==> src/rtl/ysyx_22050854_wb_arbiter.sv <==
// Writeback arbiter: merges single-cycle and multi-cycle results onto one
// register-file write port and tracks pending destinations for hazard checks.
module ysyx_22050854_wb_arbiter #(
    parameter int XLEN  = 64,
    parameter int DEPTH = 2
) (
    input  logic            clock,
    input  logic            reset_n,
    input  logic            fast_valid,
    input  logic [4:0]      fast_rd,
    input  logic [XLEN-1:0] fast_data,
    input  logic            slow_valid,
    output logic            slow_ready,
    input  logic [4:0]      slow_rd,
    input  logic [XLEN-1:0] slow_data,
    input  logic            iss_valid,
    input  logic [4:0]      iss_rd,
    input  logic [4:0]      chk_rs1,
    input  logic [4:0]      chk_rs2,
    input  logic [4:0]      chk_rd,
    output logic            hazard,
    output logic [31:0]     busy,
    output logic            wen,
    output logic [4:0]      waddr,
    output logic [XLEN-1:0] wdata,
    output logic            err
);
    localparam int AW = (DEPTH > 1) ? $clog2(DEPTH) : 1;
    localparam int CW = AW + 1;
    localparam logic [CW-1:0] FULL = CW'(DEPTH);

    logic [4:0]      r_fifo_rd   [DEPTH];
    logic [XLEN-1:0] r_fifo_data [DEPTH];
    logic [AW-1:0]   r_head;
    logic [AW-1:0]   r_tail;
    logic [CW-1:0]   r_count;
    logic [31:0]     r_busy;
    logic            r_wen;
    logic [4:0]      r_waddr;
    logic [XLEN-1:0] r_wdata;
    logic            r_err;

    logic            w_fast_wr;
    logic            w_pop;
    logic            w_hs;
    logic            w_push;
    logic            w_err_hit;
    logic [4:0]      w_head_rd;
    logic [XLEN-1:0] w_head_data;
    logic [31:0]     w_busy_next;

    // Ready depends only on the registered count so a same-cycle pop never
    // creates a combinational path from the fast port to slow_ready.
    assign slow_ready  = reset_n && (r_count < FULL);
    assign w_fast_wr   = fast_valid && (fast_rd != 5'd0);
    assign w_pop       = !w_fast_wr && (r_count != '0);
    assign w_hs        = slow_valid && slow_ready;
    assign w_push      = w_hs && (slow_rd != 5'd0);
    assign w_head_rd   = r_fifo_rd[r_head];
    assign w_head_data = r_fifo_data[r_head];

    assign w_err_hit = (fast_valid && r_busy[fast_rd])
                     || (w_hs && (slow_rd != 5'd0) && !r_busy[slow_rd])
                     || (iss_valid && r_busy[iss_rd]);

    // Issue sets after the pop clears, so a same-cycle set on a bit wins.
    assign w_busy_next[0] = 1'b0;
    genvar gi;
    generate
        for (gi = 1; gi < 32; gi++) begin : g_busy
            assign w_busy_next[gi] = (iss_valid && (iss_rd == 5'(gi)))
                                   || (r_busy[gi] && !(w_pop && (w_head_rd == 5'(gi))));
        end
    endgenerate

    always_ff @(posedge clock) begin
        if (w_push) begin
            r_fifo_rd[r_tail]   <= slow_rd;
            r_fifo_data[r_tail] <= slow_data;
        end
    end

    always_ff @(posedge clock) begin
        if (!reset_n) begin
            r_head  <= '0;
            r_tail  <= '0;
            r_count <= '0;
            r_busy  <= '0;
            r_wen   <= 1'b0;
            r_waddr <= '0;
            r_wdata <= '0;
            r_err   <= 1'b0;
        end else begin
            if (w_push) begin
                r_tail <= r_tail + AW'(1);
            end
            if (w_pop) begin
                r_head <= r_head + AW'(1);
            end
            case ({w_push, w_pop})
                2'b10:   r_count <= r_count + CW'(1);
                2'b01:   r_count <= r_count - CW'(1);
                default: r_count <= r_count;
            endcase
            if (w_fast_wr) begin
                r_wen   <= 1'b1;
                r_waddr <= fast_rd;
                r_wdata <= fast_data;
            end else if (w_pop) begin
                r_wen   <= 1'b1;
                r_waddr <= w_head_rd;
                r_wdata <= w_head_data;
            end else begin
                r_wen   <= 1'b0;
                r_waddr <= '0;
                r_wdata <= '0;
            end
            r_busy <= w_busy_next;
            if (w_err_hit) begin
                r_err <= 1'b1;
            end
        end
    end

    assign hazard = ((chk_rs1 != 5'd0) && r_busy[chk_rs1])
                 || ((chk_rs2 != 5'd0) && r_busy[chk_rs2])
                 || ((chk_rd  != 5'd0) && r_busy[chk_rd]);
    assign busy  = r_busy;
    assign wen   = r_wen;
    assign waddr = r_waddr;
    assign wdata = r_wdata;
    assign err   = r_err;

endmodule

==> config.mk <==
export PLATFORM = sky130hd
export DESIGN_NAME = ysyx_22050854_wb_arbiter
export DESIGN_NICKNAME = d
export VERILOG_FILES = /design/src/rtl/ysyx_22050854_wb_arbiter.sv
export SDC_FILE = /design/constraint.sdc
export NUM_CORES = 1
export LEC_CHECK = 0
export CORE_ASPECT_RATIO = 1.1
export CORE_MARGIN = 2
export CORE_UTILIZATION = 37
export CTS_CLUSTER_DIAMETER = 30
export DETAILED_ROUTE_END_ITERATION = 10
export DONT_BUFFER_PORTS = 1
export GPL_ROUTABILITY_DRIVEN = 0
export HOLD_SLACK_MARGIN = 0.08
export PLACE_DENSITY = 0.61
export SYNTH_ARGS = -nofsm -noshare
export SYNTH_HDL_FRONTEND = slang
export SYNTH_SLANG_ARGS = --single-unit
==> constraint.sdc <==
create_clock -name clock -period 4.82 [get_ports clock]
set_clock_uncertainty 0.15 [all_clocks]
set_input_delay 1.205 -clock clock [delete_from_list [all_inputs] [get_ports clock]]
set_output_delay 1.205 -clock clock [all_outputs]
set_load 0.01 [all_outputs]
==> results.py <==
metrics = {
    "status": {
        "status": "complete, no violations",
    },
    "clocking": {
        "numCtsBuffers": 41,
        "cts-root-buf": "clkbuf_16",
        "htree_levels": 2,
        "clk_latency_ns": 0.53,
        "cts.path.max_buffers": 3,
        "cts_setup_buffers": 0,
        "post_cts_resize_count": 0,
        "cts_tree": "done",
        "clk_pin_slew_ns": 0.04,
        "cts_sinks": 245,
        "cts_hold_buf": 0,
    },
    "pwr": {
        "p_leak_nw": 4.18,
        "ir_drop_mv": 0.374,
        "p_per_area_nw_per_um2": 501,
    },
    "grt": {
        "grt_pass1_wl_um": 41900,
        "grt_usage_pct": 18.3,
        "grt_pass1_vias": 7252,
        "antenna_found_initial": 1,
        "grt_max_degree": 108,
        "overflow": 0,
    },
    "synth": {
        "synth_fp_nets": 1026,
        "synthAdderAreaFrac_pct": 0.118,
        "synth_mux_area_share_pct": 19.2,
        "synth_top_family_by_area": "multiplexers",
        "yosysSeqAreaShare_pct": 59.3,
        "ys_types": 53,
        "synth_edf_count": 138,
        "yosysWarnings": 0,
        "synth_ff_type": "edfxtp_1",
        "synth-compound-area-share_pct": 8.24,
        "netlist_area_sq_um": 10600,
        "synth_xor_area_share_pct": 0.330,
        "synthArstFlopShare_pct": 0,
        "syn_area_per_cell_sq_um": 12.3,
        "ys_seq_elements": 245,
        "syn-instance-count": 862,
        "synth-simple-area-share_pct": 10.3,
    },
    "drt": {
        "ant_nets": 0,
        "drt_iter0_drc": 476,
        "wl_per_cell_um": 22.2,
        "vias": 7042,
        "vias_per_cell": 5.58,
        "firstDrtPassIters": 5,
        "drt-total-wl_um": 27900,
        "drc": 0,
    },
    "critical_path": {
        "path_class": "input pin to output port",
        "regToRegSetupSlack_ns": 2.51,
        "critPathMaxFanout": 8,
        "end_kind": "output port",
        "cp_slowest_cell": "mux4_2",
        "crit_path_start_kind": "input pin",
        "cpPeakStageDelay_ns": 0.47,
        "cpMostUsedCell": "mux4_2",
        "worstPathCellList": "mux4_2, mux4_2, mux2i_1, nand4_1",
        "required_ns": 3.46,
        "crit_arrival_ns": 2.51,
    },
    "floorplanning": {
        "io_pins": 268,
        "start_util_pct": 37.3,
        "die_area_sq_um": 30000,
        "die_y_um": 182,
        "placementRows": 65,
        "die_w_um": 165,
        "core_area_sq_um": 28500,
    },
    "place": {
        "hpwl_um": 18500,
        "numPortBuffers": 0,
        "dp_slack_ns": 0.939,
    },
    "timing": {
        "layout_setup_ws_ns": 0.954,
        "fin_tns_setup_ns": 0,
        "period_needed_ns": 3.87,
        "grt_setup_unrepaired": "no",
        "final_max_slew_viol_count": 0,
        "setup_viol": 0,
        "worst_pin_slew_ns": 1.16,
        "timing.hold.ws_ns": 0.359,
        "fmax_ghz": 0.259,
        "period_share_pct": 80.2,
        "hold_violations": 0,
        "relSlewSlack_pct": 22.7,
    },
    "final_layout": {
        "n_antenna_cell": 0,
        "final_common_cell": "nand2_1",
        "area_growth_pct": 16.1,
        "drive_gt1_share_pct": 23.9,
        "n_fill_cell": 2687,
        "layout_common_cells": "nand2_1, edfxtp_1, dfxtp_1",
        "utilization_pct": 43.3,
        "nNetsFinal": 1024,
    },
    "flow_run": {
        "drv_cap": 0,
    },
    "min_path": {
        "hold_class": "flop to flop",
    },
}
==> kinds of logic after synthesis <==
logic type                 Yosys count
and+or+nand+nor                    247
DFF                                245
AOI/OAI and AO/OA                  158
muxes                              144
buffers and inverters               62
xor gates and xnor gates             4
adders and majority gates            1
other                                1
==> through the flow <==
| step | power, mW | instance area (sq um) | instances |
|---|---|---|---|
| finish | 6.17 | 12300 | 1261 |
| CTS | 6.25 | 12300 | 1261 |
| floorplan | 3.19 | 10600 | 862 |
| detailed placement | 3.37 | 10900 | 1185 |
| global placement | 3.37 | 10900 | 1185 |
| global route | 6.42 | 12300 | 1261 |
==> worst paths after layout <==
check,startpoint,endpoint,cells after the start
worst min register to register,r_head$_SDFFE_PN0P_,flop,2
worst max register to register,r_count[1]$_SDFFE_PN0P_,r_fifo_data[1][18]$_DFFE_PP_,4
worst min-delay path,r_head$_SDFFE_PN0P_,flop,2
worst max-delay path,chk_rs1[1],hazard,4
==> power breakdown <==
group | internal [mW] | switching [mW]
Sequential | 2.40 | 0.127
Combinational | 0.339 | 0.443
Clock | 1.79 | 1.07
==> synthesized netlist by cell type (3+ instances only) <==
cell,n,area share (%)
nor3b_1,3,0.21
mux2i_1,31,2.9
nand2_1,180,6.4
nor3_1,4,0.19
nor2b_1,8,0.47
o21ai_1,15,0.71
nand2b_1,4,0.24
o21ai_0,19,0.90
xnor2_1,3,0.25
nor2_1,15,0.53
clkbuf_1,33,1.2
a211oi_1,3,0.21
edfxtp_1,138,39
inv_1,5,0.18
dfxtp_1,107,20
nand3_1,12,0.57
nand4b_1,5,0.41
a21oi_1,104,4.9
buf_2,18,0.85
or4b_4,4,0.52
mux4_2,40,8.5
mux2_2,73,7.7
==> registers in the layout, summed over array words and instances (netlist names), named ones only <==
register	cells
r_fifo_data	128
wdata	64
busy	31
r_fifo_rd	10
waddr	5
r_count	2
err	1
r_head	1
r_tail	1
wen	1
==> cell type report <==
cell class / count / area (sq um) / area share [%]
Clock buffer: 46 / 1100 / 8.90
Clock inverter: 30 / 293 / 2.38
Sequential cell: 245 / 6290 / 51.1
Tap cell: 368 / 460 / 3.74
Timing Repair Buffer: 11 / 82.6 / 0.671
Inverter: 6 / 23.8 / 0.193
Multi-Input combinational cell: 555 / 4070 / 33.0
==> per-layer routing <==
metal,global-route usage [%],share of wire (%)
met1,21.0,36
met4,7.69,3.2
met2,30.0,49
met5,0,0.047
met3,7.70,12
==> critical path, delay by kind of cell <==
family | cells | cell delay, ns
multiplexers | 3 | 1.11
AND/OR/NAND/NOR | 1 | 0.18
Power figures use the tool's default switching activity.
